### src/rtl/xl320_poll_scheduler.sv
// Avalon-MM master for the XL320 servo bridge: pushes pending goal-position
// writes ahead of a periodic round-robin PRESENT_POSITION sweep and caches results.
module xl320_poll_scheduler #(
  parameter int NUMBER_OF_MOTORS = 4,
  parameter int POLL_PERIOD      = 50000,
  parameter int READ_INSTR       = 69,
  parameter int WRITE_INSTR      = 70,
  parameter int GOAL_REG         = 30,
  parameter int PRESENT_REG      = 37
) (
  input  logic        clock,
  input  logic        reset,
  input  logic        enable,
  input  logic        goal_write,
  input  logic [7:0]  goal_id,
  input  logic [15:0] goal_value,
  input  logic [7:0]  pos_id,
  output logic [15:0] pos_value,
  output logic        sweep_done,
  output logic [15:0] xl_address,
  output logic        xl_write,
  output logic [31:0] xl_writedata,
  output logic        xl_read,
  input  logic [31:0] xl_readdata,
  input  logic        xl_waitrequest
);

  localparam int unsigned IDX_W = (NUMBER_OF_MOTORS > 1) ? $clog2(NUMBER_OF_MOTORS) : 1;
  localparam int unsigned TMR_W = (POLL_PERIOD > 1) ? $clog2(POLL_PERIOD) : 1;
  localparam logic [7:0]       NUM_ID   = 8'(NUMBER_OF_MOTORS);
  localparam logic [IDX_W-1:0] LAST_IDX = IDX_W'(NUMBER_OF_MOTORS - 1);
  localparam logic [TMR_W-1:0] TMR_LAST = TMR_W'(POLL_PERIOD - 1);

  typedef enum logic [1:0] {IDLE, WRITE, READ, NEXT} state_t;

  state_t                      state, state_nxt;
  logic [15:0]                 goal [NUMBER_OF_MOTORS];
  logic [15:0]                 pos  [NUMBER_OF_MOTORS];
  logic [NUMBER_OF_MOTORS-1:0] dirty;
  logic [IDX_W-1:0]            cursor;
  logic [IDX_W-1:0]            wr_idx;
  logic [TMR_W-1:0]            timer;
  logic                        poll_pending;
  logic                        sweep_active;

  logic                        any_dirty, goal_hit, timer_wrap;
  logic [IDX_W-1:0]            low_idx, goal_idx;
  logic                        write_nxt, read_nxt, done_nxt;
  logic [15:0]                 address_nxt;
  logic [31:0]                 writedata_nxt;
  logic                        issue_write, start_sweep, write_done, read_done, last_step;

  // Upper read-data bits and the PRESENT_POSITION address are not needed by this master.
  logic unused_ok;
  assign unused_ok = ^{xl_readdata[31:16], 16'(PRESENT_REG)};

  assign goal_hit   = goal_write && (goal_id < NUM_ID);
  assign goal_idx   = goal_id[IDX_W-1:0];
  assign timer_wrap = enable && (timer == TMR_LAST);
  assign last_step  = (state == NEXT) && (cursor == LAST_IDX);

  // Lowest dirty motor wins the next write slot.
  always_comb begin
    any_dirty = 1'b0;
    low_idx   = '0;
    for (int i = 0; i < NUMBER_OF_MOTORS; i++) begin
      if (dirty[i] && !any_dirty) begin
        any_dirty = 1'b1;
        low_idx   = IDX_W'(i);
      end
    end
  end

  always_comb begin
    state_nxt     = state;
    write_nxt     = 1'b0;
    read_nxt      = 1'b0;
    done_nxt      = 1'b0;
    address_nxt   = xl_address;
    writedata_nxt = xl_writedata;
    issue_write   = 1'b0;
    start_sweep   = 1'b0;
    write_done    = 1'b0;
    read_done     = 1'b0;
    case (state)
      IDLE: begin
        if (any_dirty) begin
          state_nxt     = WRITE;
          write_nxt     = 1'b1;
          issue_write   = 1'b1;
          address_nxt   = {8'(WRITE_INSTR), 8'(low_idx)};
          writedata_nxt = {16'(GOAL_REG), goal[low_idx]};
        end else if (sweep_active || (poll_pending && enable)) begin
          state_nxt     = READ;
          read_nxt      = 1'b1;
          start_sweep   = !sweep_active;
          address_nxt   = {8'(READ_INSTR), 8'(cursor)};
          writedata_nxt = '0;
        end
      end
      WRITE: begin
        if (xl_waitrequest) begin
          write_nxt = 1'b1;
        end else begin
          write_done = 1'b1;
          state_nxt  = IDLE;
        end
      end
      READ: begin
        if (xl_waitrequest) begin
          read_nxt = 1'b1;
        end else begin
          read_done = 1'b1;
          state_nxt = NEXT;
        end
      end
      NEXT: begin
        state_nxt = IDLE;
        done_nxt  = (cursor == LAST_IDX);
      end
      default: state_nxt = IDLE;
    endcase
  end

  // FSM state and registered bus outputs.
  always_ff @(posedge clock or posedge reset) begin
    if (reset) begin
      state        <= IDLE;
      xl_write     <= 1'b0;
      xl_read      <= 1'b0;
      xl_address   <= '0;
      xl_writedata <= '0;
      sweep_done   <= 1'b0;
      wr_idx       <= '0;
    end else begin
      state        <= state_nxt;
      xl_write     <= write_nxt;
      xl_read      <= read_nxt;
      xl_address   <= address_nxt;
      xl_writedata <= writedata_nxt;
      sweep_done   <= done_nxt;
      if (issue_write) wr_idx <= low_idx;
    end
  end

  // Poll timer; a tick coinciding with sweep start re-arms poll_pending.
  always_ff @(posedge clock or posedge reset) begin
    if (reset) begin
      timer        <= '0;
      poll_pending <= 1'b0;
      sweep_active <= 1'b0;
      cursor       <= '0;
    end else begin
      if (enable) timer <= (timer == TMR_LAST) ? '0 : timer + 1'b1;
      if (start_sweep) poll_pending <= 1'b0;
      if (timer_wrap) poll_pending <= 1'b1;
      if (start_sweep) sweep_active <= 1'b1;
      if (last_step) sweep_active <= 1'b0;
      if (state == NEXT) cursor <= (cursor == LAST_IDX) ? '0 : cursor + 1'b1;
    end
  end

  // Goal/dirty capture; a goal landing on its own completion cycle keeps dirty set.
  always_ff @(posedge clock or posedge reset) begin
    if (reset) begin
      dirty <= '0;
      for (int i = 0; i < NUMBER_OF_MOTORS; i++) begin
        goal[i] <= '0;
        pos[i]  <= '0;
      end
      pos_value <= '0;
    end else begin
      if (write_done) dirty[wr_idx] <= 1'b0;
      if (goal_hit) begin
        dirty[goal_idx] <= 1'b1;
        goal[goal_idx]  <= goal_value;
      end
      if (read_done) pos[cursor] <= xl_readdata[15:0];
      pos_value <= (pos_id < NUM_ID) ? pos[pos_id[IDX_W-1:0]] : '0;
    end
  end

endmodule

### config.mk
export PLATFORM = sky130hd
export DESIGN_NAME = xl320_poll_scheduler
export DESIGN_NICKNAME = d
export VERILOG_FILES = /design/src/rtl/xl320_poll_scheduler.sv
export SDC_FILE = /design/constraint.sdc
export NUM_CORES = 1
export LEC_CHECK = 0
export BUFFER_PORTS_ARGS = -buffer_cell sky130_fd_sc_hd__buf_2
export CORE_UTILIZATION = 30
export DETAILED_ROUTE_END_ITERATION = 16
export GPL_TIMING_DRIVEN = 0
export PLACE_DENSITY_LB_ADDON = 0.12
export SLEW_MARGIN = 20
export SYNTH_ARGS = -nofsm -noshare
export SYNTH_HDL_FRONTEND = slang
export SYNTH_SLANG_ARGS = --single-unit
### constraint.sdc
create_clock -name clock -period 5.6 [get_ports clock]
set_clock_uncertainty 0.2 [all_clocks]
set_input_delay 0 -clock clock [delete_from_list [all_inputs] [get_ports clock]]
set_output_delay 0 -clock clock [all_outputs]
set_load 0.03 [all_outputs]
-- After elaboration in Yosys (flattened, before gate mapping)
Cells that the tools add are included.
- magnitude comparators: 12
- muxes and demuxes: 55
- reduce and logical (&&, ||, !) cells: 22
- bitwise logic cells: 7
- equality and inequality tests: 8
- $add $sub $neg: 2
- operators by type and width (kind ; number):
    $mux W16 ; 10
    $bwmux W64 ; 2
    $bmux W16 S2 ; 2
    $demux W16 S2 ; 2
    $mux W32 ; 2
    $mux W1 ; 23
    $add A16 B1 Y16 const B ; 1
    $eq A16 B16 Y1 const B ; 1
    $lt A8 B3 Y1 const B ; 2
    $mux W2 ; 7
    $ge A3 B3 Y1 const B ; 4
    $not A2 Y3 ; 4
    $logic_and A1 B1 Y1 ; 11
    $mux W4 ; 2
    $pmux W2 S4 ; 1
    $eq A2 B2 Y1 const B ; 3
    $lt A2 B3 Y1 const B ; 2
    $lt A3 B1 Y1 const B ; 2
    $reduce_bool A2 Y1 ; 3
    $and A4 B4 Y4 ; 1
    $demux W1 S2 ; 2
    $ge A2 B1 Y1 const B ; 2
    $logic_not A1 Y1 ; 4
    $ne A2 B2 Y1 const B ; 2
    other kinds (10) ; 11
- register bits after elaboration: 223
- input bits: 69
- word-level logic and storage cells: 127
- output and inout bits: 67

-- Logic depth before layout (Yosys ltp)
- depth in word-level cells: 15
- gate-level depth with buffers: 7
- depth with buffers taken out: 5

-- Worst setup path before layout
No wires, ideal clock.
- kind: reg2reg
- from: register state[1]
- to: register pos[0] (netlist name)
- setup slack: 3.401 ns
- arrival time: 1.874 ns
- setup time: 0.125 ns
- period minus slack after synthesis: 2.199 ns
- data required time: 5.275 ns
- buffers on the path: 3
- cell stages (with the launch flop): 8
- cell sequence: dfrtp_1 clkbuf_1 inv_1 nor3_1 and2_1 clkbuf_1 buf_2 mux2_2
- cells in the longest elaborated chain, start to end: 2
- ends and longest elaborated chain (item ; RTL line ; text):
    start, declared ; 36 ; state_t state, state_nxt;
    start signal, assigned ; 136 ; state <= state_nxt;
    $eq A2 B2 Y1 ; 85 ; case (state)
    $mux W1 ; 85 ;
    end signal, assigned by index ; 178 ; if (read_done) pos[cursor] <= xl_readdata[15:0];
    end, declared ; 38 ; logic [15:0] pos [NUMBER_OF_MOTORS];
No other way between the ends.
A chain may end at the register's enable or synchronous reset.

-- Final worst setup path
- from: input port goal_id[7]
- to: register goal[53] (netlist name)
- cells in the longest elaborated chain, start to end: 2
- ends and longest elaborated chain (item ; RTL line ; text):
    start, declared ; 15 ; input logic [7:0] goal_id,
    $lt A8 B3 Y1 ; 57 ; assign goal_hit = goal_write && (goal_id < NUM_ID);
    $logic_and A1 B1 Y1 ; 57 ;
    end signal, assigned by index ; 176 ; goal[goal_idx] <= goal_value;
    end, declared ; 37 ; logic [15:0] goal [NUMBER_OF_MOTORS];
No other way between the ends.

==> flow_summary_export.csv <==
group,metric,value,unit
logic_synthesis,yosys.area.top_type_share,0.567,
timing,worstMarginPinSlew,924,ps
timing,max-slew-margin-rel,0.384,
critical_path,r2r_end,"xl_writedata[3]$_DFFE_PP0P_",
logic_synthesis,yosysMostFrequentCell,"dfrtp_1",
finish,drive_gt1_frac,0.383,
critical_path,cp-end-kind,"register",
clock_tree,cts_hold_buf,48,
routing,dr.pass1.iters,4,
place,port_buffers,95,
critical_path,cp_data_arrival_time,3360,ps
floorplan,die_x,172,um
timing,tns,0,ps
power_and_ir_drop,powerDensity,332,nW/um^2
finish,postLayoutCoreUtil,0.384,
finish,area_delta_synth_final,24.7,%
global_routing,grtUsageTotal,0.151,
timing,rsz0062_at_grt,"no",
place,dp_hpwl,13700,um
finish,fin_nets,910,
timing,finalCritPeriodShare,0.581,
logic_synthesis,yosysTopAreaCell,"dfrtp_1",
logic_synthesis,yosysWarnings,0,
critical_path,startpoint,"goal_id[7]",
clock_tree,insertion_delay,430,ps
clock_tree,cts_root_buffer,"clkbuf_16",
global_routing,antenna_found_initial,0,
critical_path,crit_end,"goal[53]$_DFFE_PP0P_",
floorplan,start_util,0.308,
routing,antenna_left,0,
floorplan,row_count,61,
critical_path,rr_worst_depth,6,
clock_tree,path_clk_slew,80,ps
global_routing,grt_max_degree,101,
critical_path,startpoint_type,"primary input",
place,pre_cts_ws,2670,ps
timing,slew_violations,0,
outcome,status,"completed",
logic_synthesis,synth_commonest_cells,"196 x dfrtp_1, 130 x mux2_2, 44 x nand2_1",
timing,layout_min_cycle_time,3250,ps
finish,fillers,2777,
routing,routedWlPerCell,17.3,um
routing,drt-initial-drc-count,256,
worst_hold_path,worstHoldPathType,"primary input to register",
global_routing,grt.overflow.total,0,
global_routing,grt_pass1_vias,6143,
floorplan,chipHeight,172,um
clock_tree,post_cts_buffers,0,
logic_synthesis,synth-edff-count,0,
logic_synthesis,yosys-top-cells-area,"dfrtp_1 57%, mux2_2 17%, mux4_2 4.2%",
critical_path,required,5710,ps
logic_synthesis,syn_inst,652,
routing,drc,0,
power_and_ir_drop,report.power.total,0.00358,W
logic_synthesis,async_flop_share,1.00,
logic_synthesis,ys.flop_type,"dfrtp_1",
floorplan,core-area,28100,um^2
logic_synthesis,synth_seq_cells,196,
critical_path,critPathMaxFanout,10,
clock_tree,htreeDepth,4,
critical_path,critical_path_class,"primary input to register",
timing,setup_viol,0,
routing,vias,5801,
clock_tree,cts-resized-gates,0,
logic_synthesis,ys_seq_area_frac,0.567,
routing,routed_wl,21300,um
finish,antenna_cells,0,
clock_tree,cts_tree,"yes",
floorplan,dieArea,29500,um^2
worst_hold_path,min_path_cells,4,
logic_synthesis,avgSynthCellArea,13.3,um^2
global_routing,grt_pass1_wl,33600,um
logic_synthesis,syn_area,8650,um^2
clock_tree,clk_path_buf_depth,2,
routing,viasPerCell,4.73,
run,maxCapViolations,0,
floorplan,pin_count,136,
place,place.gp.congestion,0.729,
clock_tree,clock-sinks,196,
timing,finalHoldViolCount,0,
power_and_ir_drop,max-vdd-ir-drop,180,uV
critical_path,reg2reg_from,"dirty[2]$_DFF_PP0_",
timing,fin_ws,2350,ps
power_and_ir_drop,leakage,5.36,nW
critical_path,r2r_slack,2700,ps
timing,max_freq,308,MHz
logic_synthesis,netlist-cell-type-count,49,
clock_tree,cts_made_buffers,17,
==> layout make-up <==
class                           instances  area (um^2)  share of cell area
Buffer                                 65          367              0.0340
Clock buffer                           17          425              0.0395
Clock inverter                         14          164              0.0152
Inverter                                8         37.5             0.00348
Multi-Input combinational cell        404         3420               0.318
Sequential cell                       196         4900               0.455
Tap cell                              378          473              0.0439
Timing Repair Buffer                  144          983              0.0912
==> stage by stage <==
step	hold WS, ps	area (um^2)	std cells
5_1_grt	71.3	10800	1226
3_5_place_dp	-20.2	9710	1147
6_report	19.7	10800	1226
4_1_cts	14.2	10800	1226
3_3_place_gp	68.8	9670	1146
2_1_floorplan	-49.5	8720	673
==> routing by layer <==
| layer | track usage | share of wire | routed length, um | vias to the layer above |
|---|---|---|---|---|
| met1 | 0.195 | 0.46 | 9750 | 3008 |
| li1 | - | - | - | 2682 |
| met4 | 0.0442 | 0.0099 | 211 | 0 |
| met5 | 0 | 0 | 0 | - |
| met3 | 0.0269 | 0.028 | 598 | 13 |
| met2 | 0.258 | 0.50 | 10700 | 98 |
==> worst min-delay path by stage <==
stage | from | to | slack, ps
after floorplan | goal_value[10] | goal[10]$_DFFE_PP0P_ | -50
after global placement | xl_readdata[5] | pos[53]$_DFFE_PP0P_ | 70
after detailed placement | reset | xl_address[10]$_DFFE_PP0P_ | -20
after CTS | pos_id[2] | pos_value[9]$_DFF_PP0_ | 10
after global routing | pos_id[2] | pos_value[9]$_DFF_PP0_ | 70
final | pos_id[2] | pos_value[9]$_DFF_PP0_ | 20
==> where the power goes <==
group | switching (W) | internal [W]
clock network | 0.000590 | 0.000635
logic | 0.000477 | 0.000270
registers | 0.0000875 | 0.00152
total | 0.00115 | 0.00242
==> sequential cells by signal (all words and copies together), names as in the netlist, 2 cells and up <==
| signal | flops |
|---|---|
| pos | 64 |
| pos_value | 16 |
| cursor | 2 |
| state | 2 |
| xl_writedata | 16 |
| dirty | 4 |
| xl_address | 5 |
| wr_idx | 2 |
| timer | 16 |
| goal | 64 |
==> placed cells by master, fill, tap and decap left out, types with 4 or more instances in the layout <==
| cell type | n |
|---|---|
| a21o_1 | 4 |
| a21oi_1 | 8 |
| a221oi_1 | 8 |
| a31oi_1 | 8 |
| a32o_1 | 8 |
| and2_1 | 6 |
| and3_1 | 18 |
| buf_2 | 106 |
| buf_4 | 27 |
| clkbuf_1 | 24 |
| clkbuf_16 | 17 |
| conb_1 | 22 |
| dfrtp_1 | 196 |
| dlygate4sd3_1 | 48 |
| ha_1 | 5 |
| inv_1 | 7 |
| inv_8 | 4 |
| mux2_2 | 130 |
| mux4_2 | 16 |
| nand2_1 | 44 |
| nand2b_1 | 5 |
| nand3_1 | 6 |
| nand4_1 | 5 |
| nor2_1 | 15 |
| nor3_1 | 4 |
| nor4_1 | 4 |
| o21ai_0 | 9 |
| o31ai_1 | 18 |
| or3_1 | 25 |
| xnor2_1 | 6 |
| xor2_1 | 4 |
==> cell families (layout without fill, tap and decap cells) <==
logic type                 count (synthesis)  after routing  share of synthesized area
AOI/OAI and AO/OA                         68             68                     0.0575
other                                      1             22                   0.000434
adders and majority gates                  5              5                    0.00724
buffers and inverters                     73            248                     0.0459
DFF                                      196            196                      0.567
muxes                                    146            146                      0.211
and+or+nand+nor                          153            153                      0.101
xor gates and xnor gates                  10             10                     0.0101
==> worst max-delay path, stage by stage <==
cell,delay (ps)
dlygate4sd3_1,520
buf_2,130
nor4_4,250
dlygate4sd3_1,700
nor3b_4,240
dlygate4sd3_1,920
buf_6,250
mux2_2,350
Power figures use the tool's default switching activity.
